$ cat src/rtl/box_overlay_pkg.sv
// box_overlay_pkg: coordinate/box types, FSM states and display defaults shared by the overlay
package box_overlay_pkg;
  localparam int H_ACT_DEF = 480;
  localparam int V_ACT_DEF = 272;
  typedef logic [9:0] coord_t;
  typedef struct packed {
    coord_t x;
    coord_t y;
  } box_t;
  typedef enum logic {EMPTY, ACTIVE} ov_state_t;
  function automatic box_t unpack(input logic [19:0] v);
    return box_t'(v);
  endfunction
endpackage

$ cat src/rtl/box_border_cmp.sv
// box_border_cmp: combinational test for whether (x,y) lies on a box outline THICK pixels wide
module box_border_cmp
  import box_overlay_pkg::*;
#(
  parameter int THICK = 2
) (
  input  logic [9:0] x,
  input  logic [9:0] y,
  input  box_t       lt,
  input  box_t       rd,
  output logic       border
);
  localparam logic [10:0] T = 11'(THICK);
  logic in_box, inner;
  // widened by one bit so x+THICK near the right edge cannot wrap
  always_comb begin
    in_box = lt.x <= x && x <= rd.x && lt.y <= y && y <= rd.y;
    inner = {1'b0, lt.x} + T <= {1'b0, x} && {1'b0, x} + T <= {1'b0, rd.x} &&
            {1'b0, lt.y} + T <= {1'b0, y} && {1'b0, y} + T <= {1'b0, rd.y};
    border = in_box && !inner;
  end
endmodule

$ cat src/rtl/box_overlay.sv
// box_overlay: draws a frame-synchronous rectangular outline onto a live RGB pixel stream
module box_overlay
  import box_overlay_pkg::*;
#(
  parameter int          H_ACT          = H_ACT_DEF,
  parameter int          V_ACT          = V_ACT_DEF,
  parameter int          THICK          = 2,
  parameter logic [23:0] BOX_RGB        = 24'hFF0000,
  parameter int          TIMEOUT_FRAMES = 30
) (
  input  logic        clk,
  input  logic        rst,
  input  logic [9:0]  loc_x,
  input  logic [9:0]  loc_y,
  input  logic        in_de,
  input  logic [23:0] in_rgb,
  input  logic [19:0] box_lt,
  input  logic [19:0] box_rd,
  input  logic        box_update,
  output logic        out_de,
  output logic [23:0] out_rgb,
  output logic        box_active
);
  localparam coord_t X_MAX = coord_t'(H_ACT - 1);
  localparam coord_t Y_MAX = coord_t'(V_ACT - 1);
  box_t pend_lt, pend_rd, act_lt, act_rd, src_lt, src_rd;
  logic pend_flag, frame_end, load, border, border_d1, de_d1;
  logic [23:0] rgb_d1;
  logic [15:0] tcnt, tnext;
  ov_state_t state;
  function automatic box_t clamp(input box_t b);
    return {b.x > X_MAX ? X_MAX : b.x, b.y > Y_MAX ? Y_MAX : b.y};
  endfunction
  box_border_cmp #(.THICK(THICK)) u_cmp (
    .x(loc_x), .y(loc_y), .lt(act_lt), .rd(act_rd), .border(border)
  );
  // a box arriving in the frame-end cycle itself overrides the pending one
  always_comb begin
    frame_end = in_de && loc_x == X_MAX && loc_y == Y_MAX;
    src_lt = box_update ? unpack(box_lt) : pend_lt;
    src_rd = box_update ? unpack(box_rd) : pend_rd;
    load = frame_end && (pend_flag || box_update);
    tnext = tcnt == '1 ? tcnt : tcnt + 16'd1;
  end
  assign box_active = state == ACTIVE;
  always_ff @(posedge clk or posedge rst) begin
    if (rst) begin
      pend_lt <= '0;
      pend_rd <= '0;
      pend_flag <= 1'b0;
      act_lt <= '0;
      act_rd <= '0;
      tcnt <= '0;
      state <= EMPTY;
      border_d1 <= 1'b0;
      rgb_d1 <= '0;
      de_d1 <= 1'b0;
      out_rgb <= '0;
      out_de <= 1'b0;
    end else begin
      if (box_update) begin
        pend_lt <= unpack(box_lt);
        pend_rd <= unpack(box_rd);
      end
      pend_flag <= load ? 1'b0 : pend_flag || box_update;
      if (load) begin
        act_lt <= clamp(src_lt);
        act_rd <= clamp(src_rd);
        tcnt <= '0;
        state <= src_lt.x <= src_rd.x && src_lt.y <= src_rd.y ? ACTIVE : EMPTY;
      end else if (frame_end && state == ACTIVE) begin
        tcnt <= tnext;
        if (TIMEOUT_FRAMES != 0 && tnext == 16'(TIMEOUT_FRAMES)) state <= EMPTY;
      end
      border_d1 <= border && in_de && state == ACTIVE;
      rgb_d1 <= in_rgb;
      de_d1 <= in_de;
      out_rgb <= border_d1 ? BOX_RGB : rgb_d1;
      out_de <= de_d1;
    end
  end
endmodule

$ cat config.mk
export PLATFORM = sky130hd
export DESIGN_NAME = box_overlay
export DESIGN_NICKNAME = d
export VERILOG_FILES = /design/src/rtl/box_overlay_pkg.sv /design/src/rtl/box_border_cmp.sv /design/src/rtl/box_overlay.sv
export SDC_FILE = /design/constraint.sdc
export NUM_CORES = 1
export LEC_CHECK = 0
export CORE_UTILIZATION = 40
export DETAILED_ROUTE_END_ITERATION = 10
export PLACE_DENSITY = 0.62
export SLEW_MARGIN = 30
export SYNTH_ARGS = -nofsm -noshare
export SYNTH_HDL_FRONTEND = slang
export SYNTH_SLANG_ARGS = --single-unit
$ cat constraint.sdc
create_clock -name clk -period 14.97 [get_ports clk]
set_input_delay 4.491 -clock clk [delete_from_list [all_inputs] [get_ports clk]]
set_output_delay 4.491 -clock clk [all_outputs]
set_load 0.02 [all_outputs]
# ---- Yosys cells after proc, flatten, opt, wreduce, memory -nomap -nowiden
# Cells that the tools add are included.
dict set report op_classes {
  add_sub_neg 5
  n_lt_le_gt_ge 14
  n_eq_ne 4
  muxes 15
  n_reduce_logical 19
}
# operator count
set ops {}
lappend ops {{10-bit less-or-equal comparator} 6}
lappend ops {{16-bit 2-to-1 mux} 3}
lappend ops {{10-bit by 2-bit adder with 11-bit output (second input constant)} 4}
lappend ops {{11-bit by 10-bit less-or-equal comparator with 1-bit output} 4}
lappend ops {{10-bit by 9-bit greater-than comparator with 1-bit output (second input constant)} 4}
lappend ops {{10-bit 2-to-1 mux} 4}
lappend ops {{20-bit 2-to-1 mux} 2}
lappend ops {{24-bit 2-to-1 mux} 1}
lappend ops {{10-bit by 9-bit equality test with 1-bit output (second input constant)} 2}
lappend ops {{16-bit by 1-bit adder with 16-bit output (second input constant)} 1}
lappend ops {{16-bit equality test (second input constant)} 1}
lappend ops {{16-bit by 5-bit equality test with 1-bit output (second input constant)} 1}
lappend ops {{1-bit logical AND} 14}
lappend ops {{1-bit 2-to-1 mux} 5}
lappend ops {{2-bit nonzero test} 2}
lappend ops {{2-bit AND reduction} 1}
lappend ops {{1-bit logical NOT} 1}
lappend ops {{1-bit logical OR} 1}
dict set report totals {
  ff_bits 149
  out_inout_bits 26
  wordCells 73
}

# ---- Depth between registers and ports, before layout
# Gate-level depths: netlist of run 1.
dict set report depth {
  depth_word 9
  depth_mapped 12
  mapped_depth_nobuf 11
}

# ---- Hierarchy
# A second synthesis of run 1 with hierarchy kept.
dict set report hier_totals {
  cells_unflattened 868
  hier_area_um2 8679.6
}
# mod instances cells_per_inst area_each_um2
set by_module_without_submodules {}
lappend by_module_without_submodules {box_overlay 1 551 6289.8}
lappend by_module_without_submodules {box_border_cmp 1 317 2389.8}

# ---- Worst setup path after synthesis of run 1
# OpenSTA, ideal clock, no wires.
dict set report synth_path {
  path_kind {input -> register}
  start {in box_update}
  end {reg state (netlist: box_active)}
  t_arrival_ns 7.075
  path_slack_ns 7.830
  path_stages 12
  path_cell_list {clkbuf_1 buf_2 buf_1 buf_2 mux2_2 ha_1 a211oi_1 nor2_1 nor4_1 o31ai_1 o21ai_0 o31a_1}
}
# item line
set synth_rtl {}
lappend synth_rtl {{start: declaration} box_overlay.sv:19} ;# input logic box_update,
lappend synth_rtl {{end signal: assignment} box_overlay.sv:70} ;# state <= src_lt.x <= src_rd.x && src_lt.y <= src_rd.y ? ACTIVE : EMPTY;
lappend synth_rtl {{end: declaration} box_overlay.sv:30} ;# ov_state_t state;

# ---- Worst setup path after layout of run 1
dict set report layout_path {
  start {in loc_y[5]}
  end {reg tcnt[1]}
}
dict set report layout_between {
  elab_chain_cells 4
}
# item line
set layout_lines {}
lappend layout_lines {{start: declaration} box_overlay.sv:14} ;# input logic [9:0] loc_y,
lappend layout_lines {{10-bit by 9-bit equality test with 1-bit output *} box_overlay.sv:39} ;# frame_end = in_de && loc_x == X_MAX && loc_y == Y_MAX;
lappend layout_lines {{1-bit logical AND *} box_overlay.sv:39}
lappend layout_lines {{1-bit logical AND, on equally long branches} {box_overlay.sv:42, box_overlay.sv:71}}
lappend layout_lines {{16-bit 2-to-1 mux / 2-bit nonzero test (equally long branches)} --}
lappend layout_lines {{end signal: assignment} box_overlay.sv:72} ;# tcnt <= tnext;
lappend layout_lines {{end: declaration} box_overlay.sv:29} ;# logic [15:0] tcnt, tnext;
# Every way passes the cells marked *; elsewhere a longest branch is shown, timed or not.
# A chain may end at the register's enable or synchronous reset.

==> results of run 1 <==
==> cells in the mapped netlist, types with 3 or more instances <==
| cell type | number | area share |
|---|---|---|
| a2111oi_0 | 4 | 0.0041 |
| a211oi_1 | 4 | 0.0035 |
| a21o_1 | 5 | 0.0044 |
| a21oi_1 | 44 | 0.026 |
| a22o_1 | 4 | 0.0041 |
| a22oi_1 | 9 | 0.0079 |
| a31oi_1 | 12 | 0.0088 |
| a41oi_1 | 4 | 0.0041 |
| and2_1 | 4 | 0.0029 |
| and3_1 | 9 | 0.0066 |
| and4_1 | 5 | 0.0051 |
| buf_2 | 4 | 0.0023 |
| clkbuf_1 | 12 | 0.0053 |
| dfrtp_1 | 149 | 0.44 |
| ha_1 | 101 | 0.15 |
| inv_1 | 77 | 0.034 |
| mux2_2 | 12 | 0.016 |
| mux2i_1 | 30 | 0.035 |
| nand2_1 | 43 | 0.019 |
| nand3_1 | 28 | 0.016 |
| nand3b_1 | 5 | 0.0044 |
| nand4_1 | 30 | 0.022 |
| nor2_1 | 47 | 0.021 |
| nor2b_1 | 22 | 0.016 |
| nor3_1 | 13 | 0.0076 |
| nor3b_1 | 3 | 0.0026 |
| nor4_1 | 10 | 0.0073 |
| o211ai_1 | 7 | 0.0061 |
| o21a_1 | 3 | 0.0026 |
| o21ai_0 | 23 | 0.013 |
| o21ai_1 | 11 | 0.0064 |
| o21bai_1 | 4 | 0.0035 |
| o22ai_1 | 5 | 0.0037 |
| o31ai_1 | 7 | 0.0061 |
| o32a_1 | 5 | 0.0059 |
| or2_2 | 9 | 0.0066 |
| or3_1 | 6 | 0.0044 |
| xnor2_1 | 28 | 0.029 |
| xor2_1 | 5 | 0.0051 |
==> worst register-to-register path: stages, from the launching register on <==
cell and delay (ns):
dfrtp_1 0.46, and3_1 0.23, and3_1 0.20, nand3_1 0.10, xnor2_1 0.21, ha_1 0.29, and3_1 0.17, a211oi_1 0.28
nor3b_1 0.23, a21oi_1 0.12, nor4_1 0.25, nor4_1 0.10
==> flip-flops by register name (all words and copies together), names as in the netlist <==
register and cells:
out_rgb 24, rgb_d1 24, act_lt 20, act_rd 20, pend_lt 20, pend_rd 20
tcnt 16, border_d1 1, box_active 1, de_d1 1, out_de 1, pend_flag 1
==> cell type report <==
| class | instances | share of cell area |
|---|---|---|
| multi-input cells | 591 | 0.421 |
| flip-flops and latches | 149 | 0.353 |
| repair buffers | 115 | 0.108 |
| clock buffers | 18 | 0.0416 |
| well taps | 275 | 0.0326 |
| inverters | 77 | 0.0279 |
| clock inverters | 14 | 0.0152 |
==> logic make-up after synthesis <==
family | Yosys count
simple gates | 253
compound gates | 162
flops | 149
fa+ha+maj | 101
buf+inv | 97
mux | 42
xor+xnor | 33
==> power by group through the flow <==
stage                     registers (uW)  logic [uW]  clock network (uW)
after floorplan                      435        68.2                   0
after global placement               431         129                   0
after detailed placement             432         130                   0
after CTS                            424         131                 440
after global routing                 426         144                 455
final                                424         130                 427
==> cell usage in the layout, fill, tap and decap left out, drive strengths merged, types with 5 or more instances in the layout <==
cell,count
a21oi,45
clkbuf,18
a31oi,12
nor3,13
xor2,5
inv,85
o211ai,7
or2,11
nand2,43
xnor2,28
nand3b,5
nor2b,22
nand3,29
dfrtp,149
or3,6
nor2,47
mux2,12
o32a,5
clkdlybuf4s50,112
a22oi,9
and3,10
and2,6
nand4,31
a21o,5
nor4,11
and4,5
o22ai,5
mux2i,30
o21ai,34
o31ai,7
ha,101
==> per-stage QoR <==
stage | instance area, um^2 | cells
floorplan | 8550 | 837
global placement | 9950 | 1207
detailed placement | 9960 | 1207
CTS | 10600 | 1239
global route | 10600 | 1239
finish | 10600 | 1239
==> layer usage <==
metal,track usage,share of wire,routed length (um)
met1,0.294,0.49,10400
met5,0,0,0
met4,0.0572,0.011,228
met2,0.307,0.45,9440
met3,0.0356,0.045,941
==> path summary, 6_finish.rpt <==
check	start	endpoint	slack [ns]
max	loc_y[5]	tcnt[1]$_DFFE_PP0P_	7.83
min	de_d1$_DFF_PP0_	out_de$_DFF_PP0_	0.40
max reg2reg	act_lt[13]$_DFFE_PP0P_	border_d1$_DFF_PP0_	12.19
min reg2reg	de_d1$_DFF_PP0_	out_de$_DFF_PP0_	0.40
max in group asynchronous	rst	act_rd[4]$_DFFE_PP0P_	9.29
min in group asynchronous	rst	out_rgb[14]$_DFF_PP0_	4.52
==> impl_metrics.py, run 1 <==
metrics = {
    "detailed_routing": {
        "wl_per_cell_um": 16.9,
        "drcViolationCount": 0,
        "drt_first_pass_iters": 5,
        "drtIter0Drc": 336,
        "viasPerCell": 5.30,
        "drt-total-wl_mm": 21.0,
        "ant_nets": 0,
        "vias": 6565,
    },
    "sta": {
        "hold_viol": 0,
        "finalSetupTns_ns": 0,
        "drv_slew": 0,
        "setup_ws_ns": 7.83,
        "finalSetupViolations": 0,
        "finClkSkew_ns": 0.00797,
        "min_period_ns": 7.14,
        "rsz0062_at_grt": "false",
        "hold_slack_ns": 0.403,
        "fmax_mhz": 140,
        "tightest_slew_ns": 0.882,
        "slew_headroom": 0.406,
        "period_share": 0.477,
    },
    "setup_path": {
        "crit_family": "simple AND/OR/NAND/NOR gates",
        "endpoint_kind": "flip-flop",
        "cp_cell_sequence": "clkdlybuf4s50_1 -> or4b_4 -> nor4_4 -> and3_1 -> a21oi_2 -> a21oi_1 -> o21ai_0",
        "max_stage_delay_ns": 0.73,
        "cp.arrival_ns": 7.45,
        "crit_type": "in2reg",
        "cp.depth": 7,
        "crit_path_start_kind": "input port",
        "crit_path_top_delay_cell": "and3_1",
        "r2r_cells": 11,
        "critPathRequiredTime_ns": 15.28,
        "crit_buf_inv": 1,
        "critPathMaxFanout": 18,
    },
    "power": {
        "comb_power_share": 0.132,
        "p_sw_uw": 260,
        "p_int_uw": 721,
        "power_frac_clock": 0.436,
        "leakagePower_uw": 0.00485,
        "p_per_area_nw_per_um2": 92.9,
        "p_sw_frac": 0.265,
        "design_power_total_uw": 981,
        "ir_drop_mv": 0.0809,
        "p_seq_frac": 0.432,
    },
    "place": {
        "dp_hpwl_mm": 16.0,
        "port_buffers": 113,
        "gp_congestion": 0.901,
        "post-place-ws_ns": 7.39,
    },
    "global_route": {
        "grt_max_degree": 82,
        "grt_pass1_wl_mm": 34.5,
        "grtUsageTotal": 0.202,
        "grt_pass1_vias": 6573,
        "antenna_found_initial": 0,
        "grt_overflow_total": 0,
    },
    "layout": {
        "seq_area_um2": 3730,
        "multiInputGateArea_um2": 4450,
        "num_antenna_cells": 0,
        "area_delta_synth_final_pct": 23.5,
        "drive_gt1_frac": 0.0716,
        "fillers": 1901,
        "final_util": 0.502,
        "nNetsFinal": 1140,
    },
    "die": {
        "fp-row-count": 53,
        "dieArea_um2": 22000,
        "io_pins": 114,
        "start_util": 0.407,
        "core_um2": 21000,
        "dieHeight_um": 148,
        "fp.dieW_um": 148,
    },
    "synthesis": {
        "synth_ff_type": "dfrtp_1",
        "synthArstFlopShare": 1.00,
        "synth_compound_area_frac": 0.122,
        "synth_xor_area_frac": 0.0338,
        "ys_seq_elements": 149,
        "synth_cell_types": 66,
        "synth_fa_ha_area_frac": 0.148,
        "synth_edf_count": 0,
        "synth_nets": 1026,
        "syn_area_um2": 8550,
        "avgSynthCellArea_um2": 10.2,
        "netlist_instances": 837,
        "ys_seq_area_frac": 0.436,
        "yosys.area_share.simple": 0.165,
        "synth_top_family_by_area": "simple AND/OR/NAND/NOR gates",
        "yosys_warnings": 0,
        "synth_mux_area_frac": 0.0509,
    },
    "status": {
        "status": "finished, final reports clean",
    },
    "worst_hold_path": {
        "min_path_type": "reg2reg",
        "whs_path_depth": 0,
    },
    "clock_network": {
        "cts_tree": "done",
        "cts_hold_buf": 0,
        "clk_latency_ns": 0.42,
        "cts_buffers": 17,
        "cts-root-buf": "clkbuf_16",
        "h-tree-depth": 4,
        "post_cts_resized": 0,
        "clockBufferDepth": 2,
        "post_cts_buffers": 0,
        "cts.sinks": 149,
        "path_clk_slew_ns": 0.07,
    },
    "flow_run": {
        "cap_violations": 0,
    },
}
No activity file was read; power rests on OpenSTA's default activity.
==> run 2: changes to the inputs <==
--- a/config.mk
+++ b/config.mk
@@ -7,7 +7,7 @@
 export LEC_CHECK = 0
 export CORE_UTILIZATION = 40
 export DETAILED_ROUTE_END_ITERATION = 10
-export PLACE_DENSITY = 0.62
+export PLACE_DENSITY = 0.64
 export SLEW_MARGIN = 30
 export SYNTH_ARGS = -nofsm -noshare
 export SYNTH_HDL_FRONTEND = slang
==> constraint.sdc (replaced) <==
create_clock -name clk -period 5.8 [get_ports clk]
set_input_delay 1.74 -clock clk [delete_from_list [all_inputs] [get_ports clk]]
set_output_delay 1.74 -clock clk [all_outputs]
set_load 0.02 [all_outputs]
==> impl_metrics.py, run 2 (synthesis results as in run 1) <==
metrics = {
    "detailed_routing": {
        "vias": 6666,
        "drt_first_pass_iters": 5,
        "drtIter0Drc": 388,
        "drt-total-wl_mm": 21.5,
        "viasPerCell": 5.36,
        "ant_nets": 0,
        "wl_per_cell_um": 17.3,
        "drcViolationCount": 0,
    },
    "place": {
        "place_inst": 1211,
        "gp_congestion": 0.937,
        "port_buffers": 113,
        "post-place-ws_ns": 1.13,
        "dpl_cell_area_um2": 9980,
        "dp_hpwl_mm": 16.5,
    },
    "status": {
        "status": "finished, final reports clean",
    },
    "global_route": {
        "grt_pass1_vias": 6495,
        "grt_overflow_total": 0,
        "grt_pass1_wl_mm": 34.6,
        "grt.busiest_layer": "met2",
        "met2_usage": 0.321,
        "grtUsageMet1": 0.286,
        "grt_use_met3": 0.0387,
        "grt_max_degree": 93,
        "grtUsageTotal": 0.204,
        "antenna_found_initial": 0,
    },
    "die": {
        "dieArea_um2": 22000,
        "io_pins": 114,
        "start_util": 0.407,
        "fp-row-count": 53,
        "fp.dieW_um": 148,
        "core_um2": 21000,
        "dieHeight_um": 148,
    },
    "worst_hold_path": {
        "min_path_type": "reg2reg",
    },
    "sta": {
        "slew_headroom": 0.416,
        "tightest_slew_ns": 0.875,
        "finalSetupTns_ns": 0,
        "finalSetupViolations": 0,
        "period_share": 0.742,
        "drv_slew": 0,
        "min_period_ns": 4.30,
        "finClkSkew_ns": 0.00758,
        "fmax_mhz": 232,
        "rsz0062_at_grt": "false",
        "hold_slack_ns": 0.353,
        "hold_viol": 0,
        "setup_ws_ns": 1.50,
    },
    "flow_run": {
        "cap_violations": 0,
    },
    "setup_path": {
        "critPathRequiredTime_ns": 6.09,
        "cp.arrival_ns": 4.59,
        "crit_type": "in2reg",
        "critPathMaxFanout": 28,
        "endpoint_kind": "flip-flop",
        "crit_path_start_kind": "input port",
    },
    "clock_network": {
        "post_cts_buffers": 0,
        "cts_tree": "done",
        "post_cts_resized": 0,
        "cts.sinks": 149,
        "h-tree-depth": 4,
        "cts_buffers": 17,
        "cts-root-buf": "clkbuf_16",
        "clk_latency_ns": 0.42,
        "cts_hold_buf": 0,
        "path_clk_slew_ns": 0.06,
        "clockBufferDepth": 2,
    },
    "layout": {
        "top_regs": "out_rgb (24), rgb_d1 (24)",
        "area_delta_synth_final_pct": 23.6,
        "nNetsFinal": 1144,
        "instances_no_fill": 1243,
        "final_cell_mix": "dfrtp_1, clkdlybuf4s50_1, ha_1",
        "fillers": 1896,
        "fin_area_um2": 10600,
        "multiInputGateArea_um2": 4450,
        "seq_area_um2": 3730,
        "num_antenna_cells": 0,
        "final_common_cell": "dfrtp_1",
        "drive_gt1_frac": 0.0744,
    },
    "power": {
        "ir_drop_mv": 0.188,
        "leakagePower_uw": 0.00486,
        "p_per_area_nw_per_um2": 239,
    },
}
-- run 2: cell types whose count changed in the layout (fill, tap and decap cells not counted), sizes merged --
cell / delta
inv: +1
buf: +4
clkinv: -1
-- run 2: final cells by class --
cell class                 instances  share of cell area
clock buffer                      18              0.0406
clock inverter                    14              0.0151
inverter                          77              0.0278
multi-input combinational        591               0.421
sequential                       149               0.353
tap                              275              0.0325
timing repair buffer             119               0.111
-- run 2: worst max-delay path, cell delays in order --
cell and delay [ns]:
clkdlybuf4s50_1 0.57, or4b_4 0.61, nor4_4 0.50, nand3_2 0.59, nor4_1 0.50, a21oi_1 0.07
-- run 2: final timing paths --
path                                        start               endpoint  slack (ns)  depth (start not counted)
max                                      loc_y[5]  act_lt[1]$_DFFE_PP0P_        1.50                          6
min                               de_d1$_DFF_PP0_       out_de$_DFF_PP0_        0.35                          0
max reg2reg                act_lt[13]$_DFFE_PP0P_    border_d1$_DFF_PP0_        2.99                         11
min reg2reg                       de_d1$_DFF_PP0_       out_de$_DFF_PP0_        0.35                          0
max in group asynchronous                     rst  act_rd[3]$_DFFE_PP0P_        3.05                          3
min in group asynchronous                     rst   rgb_d1[22]$_DFF_PP0_        1.85                          2
-- run 2: layer usage --
layer  wire length [um]  part of all wire  vias up
met4                290             0.014        0
met3                885             0.041       20
met1              10300              0.48     3234
li1                   -                 -     3270
met2               9950              0.46      142
met5                  0                 0        -
-- run 2: stage by stage --
stage | power [uW] | util
3_3_place_gp | 1450 | 0.475
5_1_grt | 2640 | 0.503
6_report | 2530 | 0.503
4_1_cts | 2560 | 0.503
2_1_floorplan | 1300 | -
3_5_place_dp | 1450 | 0.475
-- run 2: power breakdown --
part,internal [uW],switching [uW]
Combinational,154,186
Clock,613,477
Sequential,1080,11.2
==> run 3: changes to the inputs <==
--- a/config.mk
+++ b/config.mk
@@ -7,7 +7,7 @@
 export LEC_CHECK = 0
 export CORE_UTILIZATION = 40
 export DETAILED_ROUTE_END_ITERATION = 10
-export PLACE_DENSITY = 0.64
+export PLACE_DENSITY = 0.62
 export SLEW_MARGIN = 30
 export SYNTH_ARGS = -nofsm -noshare
 export SYNTH_HDL_FRONTEND = slang
==> constraint.sdc (replaced) <==
create_clock -name clk -period 4.5 [get_ports clk]
set_input_delay 1.35 -clock clk [delete_from_list [all_inputs] [get_ports clk]]
set_output_delay 1.35 -clock clk [all_outputs]
set_load 0.02 [all_outputs]
==> impl_metrics.py, run 3 (synthesis results as in run 1) <==
metrics = {
    "status": {
        "status": "finished, final reports clean",
    },
    "setup_path": {
        "endpoint_kind": "flip-flop",
        "cp_cell_sequence": "clkdlybuf4s50_1 -> and4_1 -> and4_1 -> xnor2_1 -> ha_1 -> a21o_1 -> a2111oi_0 -> a21oi_1 -> nor4_1 -> nor4_1",
        "crit_family": "simple AND/OR/NAND/NOR gates",
        "crit_path_start_kind": "input port",
        "critPathRequiredTime_ns": 4.80,
        "crit_type": "in2reg",
        "max_stage_delay_ns": 0.63,
        "critPathMaxFanout": 7,
        "cp.arrival_ns": 4.05,
        "crit_buf_inv": 1,
        "crit_path_top_delay_cell": "clkdlybuf4s50_1",
    },
    "die": {
        "dieArea_um2": 22000,
        "dieHeight_um": 148,
        "fp.dieW_um": 148,
        "start_util": 0.407,
        "core_um2": 21000,
        "fp-row-count": 53,
        "io_pins": 114,
    },
    "sta": {
        "drv_slew": 0,
        "min_period_ns": 3.75,
        "finalSetupViolations": 0,
        "hold_slack_ns": 0.355,
        "period_share": 0.833,
        "finClkSkew_ns": 0.00975,
        "setup_ws_ns": 0.750,
        "hold_viol": 0,
        "tightest_slew_ns": 0.840,
        "fmax_mhz": 267,
        "rsz0062_at_grt": "false",
        "finalSetupTns_ns": 0,
        "slew_headroom": 0.440,
    },
    "detailed_routing": {
        "vias": 6784,
        "drcViolationCount": 0,
        "drt-total-wl_mm": 21.6,
        "drt_first_pass_iters": 5,
        "viasPerCell": 5.37,
        "drtIter0Drc": 432,
        "wl_per_cell_um": 17.1,
        "ant_nets": 0,
    },
    "layout": {
        "drive_gt1_frac": 0.0961,
        "num_antenna_cells": 0,
        "top_regs": "out_rgb (24), rgb_d1 (24)",
        "nNetsFinal": 1165,
        "fin_area_um2": 10700,
        "final_common_cell": "dfrtp_1",
        "area_delta_synth_final_pct": 25.7,
        "seq_area_um2": 3730,
        "final_cell_mix": "dfrtp_1, clkdlybuf4s50_1, ha_1",
        "instances_no_fill": 1264,
        "fillers": 1921,
        "multiInputGateArea_um2": 4450,
    },
    "place": {
        "dpl_cell_area_um2": 10200,
        "post-place-ws_ns": 0.336,
        "gp_congestion": 0.929,
        "dp_hpwl_mm": 16.4,
        "place_inst": 1232,
        "port_buffers": 113,
    },
    "clock_network": {
        "cts-root-buf": "clkbuf_16",
        "cts.sinks": 149,
        "clockBufferDepth": 2,
        "cts_hold_buf": 0,
        "clk_latency_ns": 0.42,
        "h-tree-depth": 4,
        "cts_tree": "done",
        "post_cts_buffers": 0,
        "path_clk_slew_ns": 0.07,
        "cts_buffers": 17,
        "post_cts_resized": 0,
    },
    "power": {
        "p_per_area_nw_per_um2": 304,
        "leakagePower_uw": 0.00497,
        "ir_drop_mv": 0.258,
    },
    "worst_hold_path": {
        "min_path_type": "reg2reg",
    },
    "global_route": {
        "grtUsageTotal": 0.204,
        "grt_pass1_vias": 6642,
        "grt_max_degree": 150,
        "grt_overflow_total": 0,
        "grt_pass1_wl_mm": 34.9,
        "antenna_found_initial": 0,
    },
    "flow_run": {
        "cap_violations": 0,
    },
}
## run 3: layout make-up
cell class	instances	share of cell area
multi-input cells	591	0.414
flip-flops and latches	149	0.347
repair buffers	140	0.125
clock buffers	18	0.0409
well taps	275	0.0320
inverters	77	0.0272
clock inverters	14	0.0137
## run 3: metrics by stage
stage | total power (uW) | util
6_report | 3270 | 0.511
5_1_grt | 3410 | 0.511
3_3_place_gp | 1890 | 0.483
2_1_floorplan | 1680 | -
4_1_cts | 3310 | 0.511
3_5_place_dp | 1890 | 0.483
## run 3: metal layers
layer / global-route usage / part of all wire
met5: 0 / 0
met4: 0.0675 / 0.017
met3: 0.0294 / 0.044
met2: 0.315 / 0.45
met1: 0.293 / 0.49
## run 3: worst paths after layout
check                      depth (start not counted)  slack [ns]               endpoint                   start
hold reg to reg                                    0        0.35       out_de$_DFF_PP0_         de_d1$_DFF_PP0_
min in group asynchronous                          3        1.49   rgb_d1[23]$_DFF_PP0_                     rst
setup reg to reg                                  11        1.84    border_d1$_DFF_PP0_  act_lt[13]$_DFFE_PP0P_
setup / recovery                                  10        0.75    border_d1$_DFF_PP0_                loc_y[5]
max in group asynchronous                          3        2.39  pend_rd[14]$_DFF_PP0_                     rst
hold / removal                                     0        0.35       out_de$_DFF_PP0_         de_d1$_DFF_PP0_
## run 3: worst reg2reg max path: stages (launching register included)
cell,delay (ns)
dfrtp_1,0.47
and3_1,0.23
and3_1,0.21
nand3_1,0.10
xnor2_1,0.18
ha_1,0.28
and3_1,0.17
a211oi_1,0.26
nor3b_1,0.21
a21oi_1,0.10
nor4_1,0.24
nor4_1,0.09
## run 3: where the power goes
part           leakage [uW]  internal [uW]  switching [uW]
clock              0.000291            758             643
combinational       0.00291            216             242
sequential          0.00177           1400            13.9
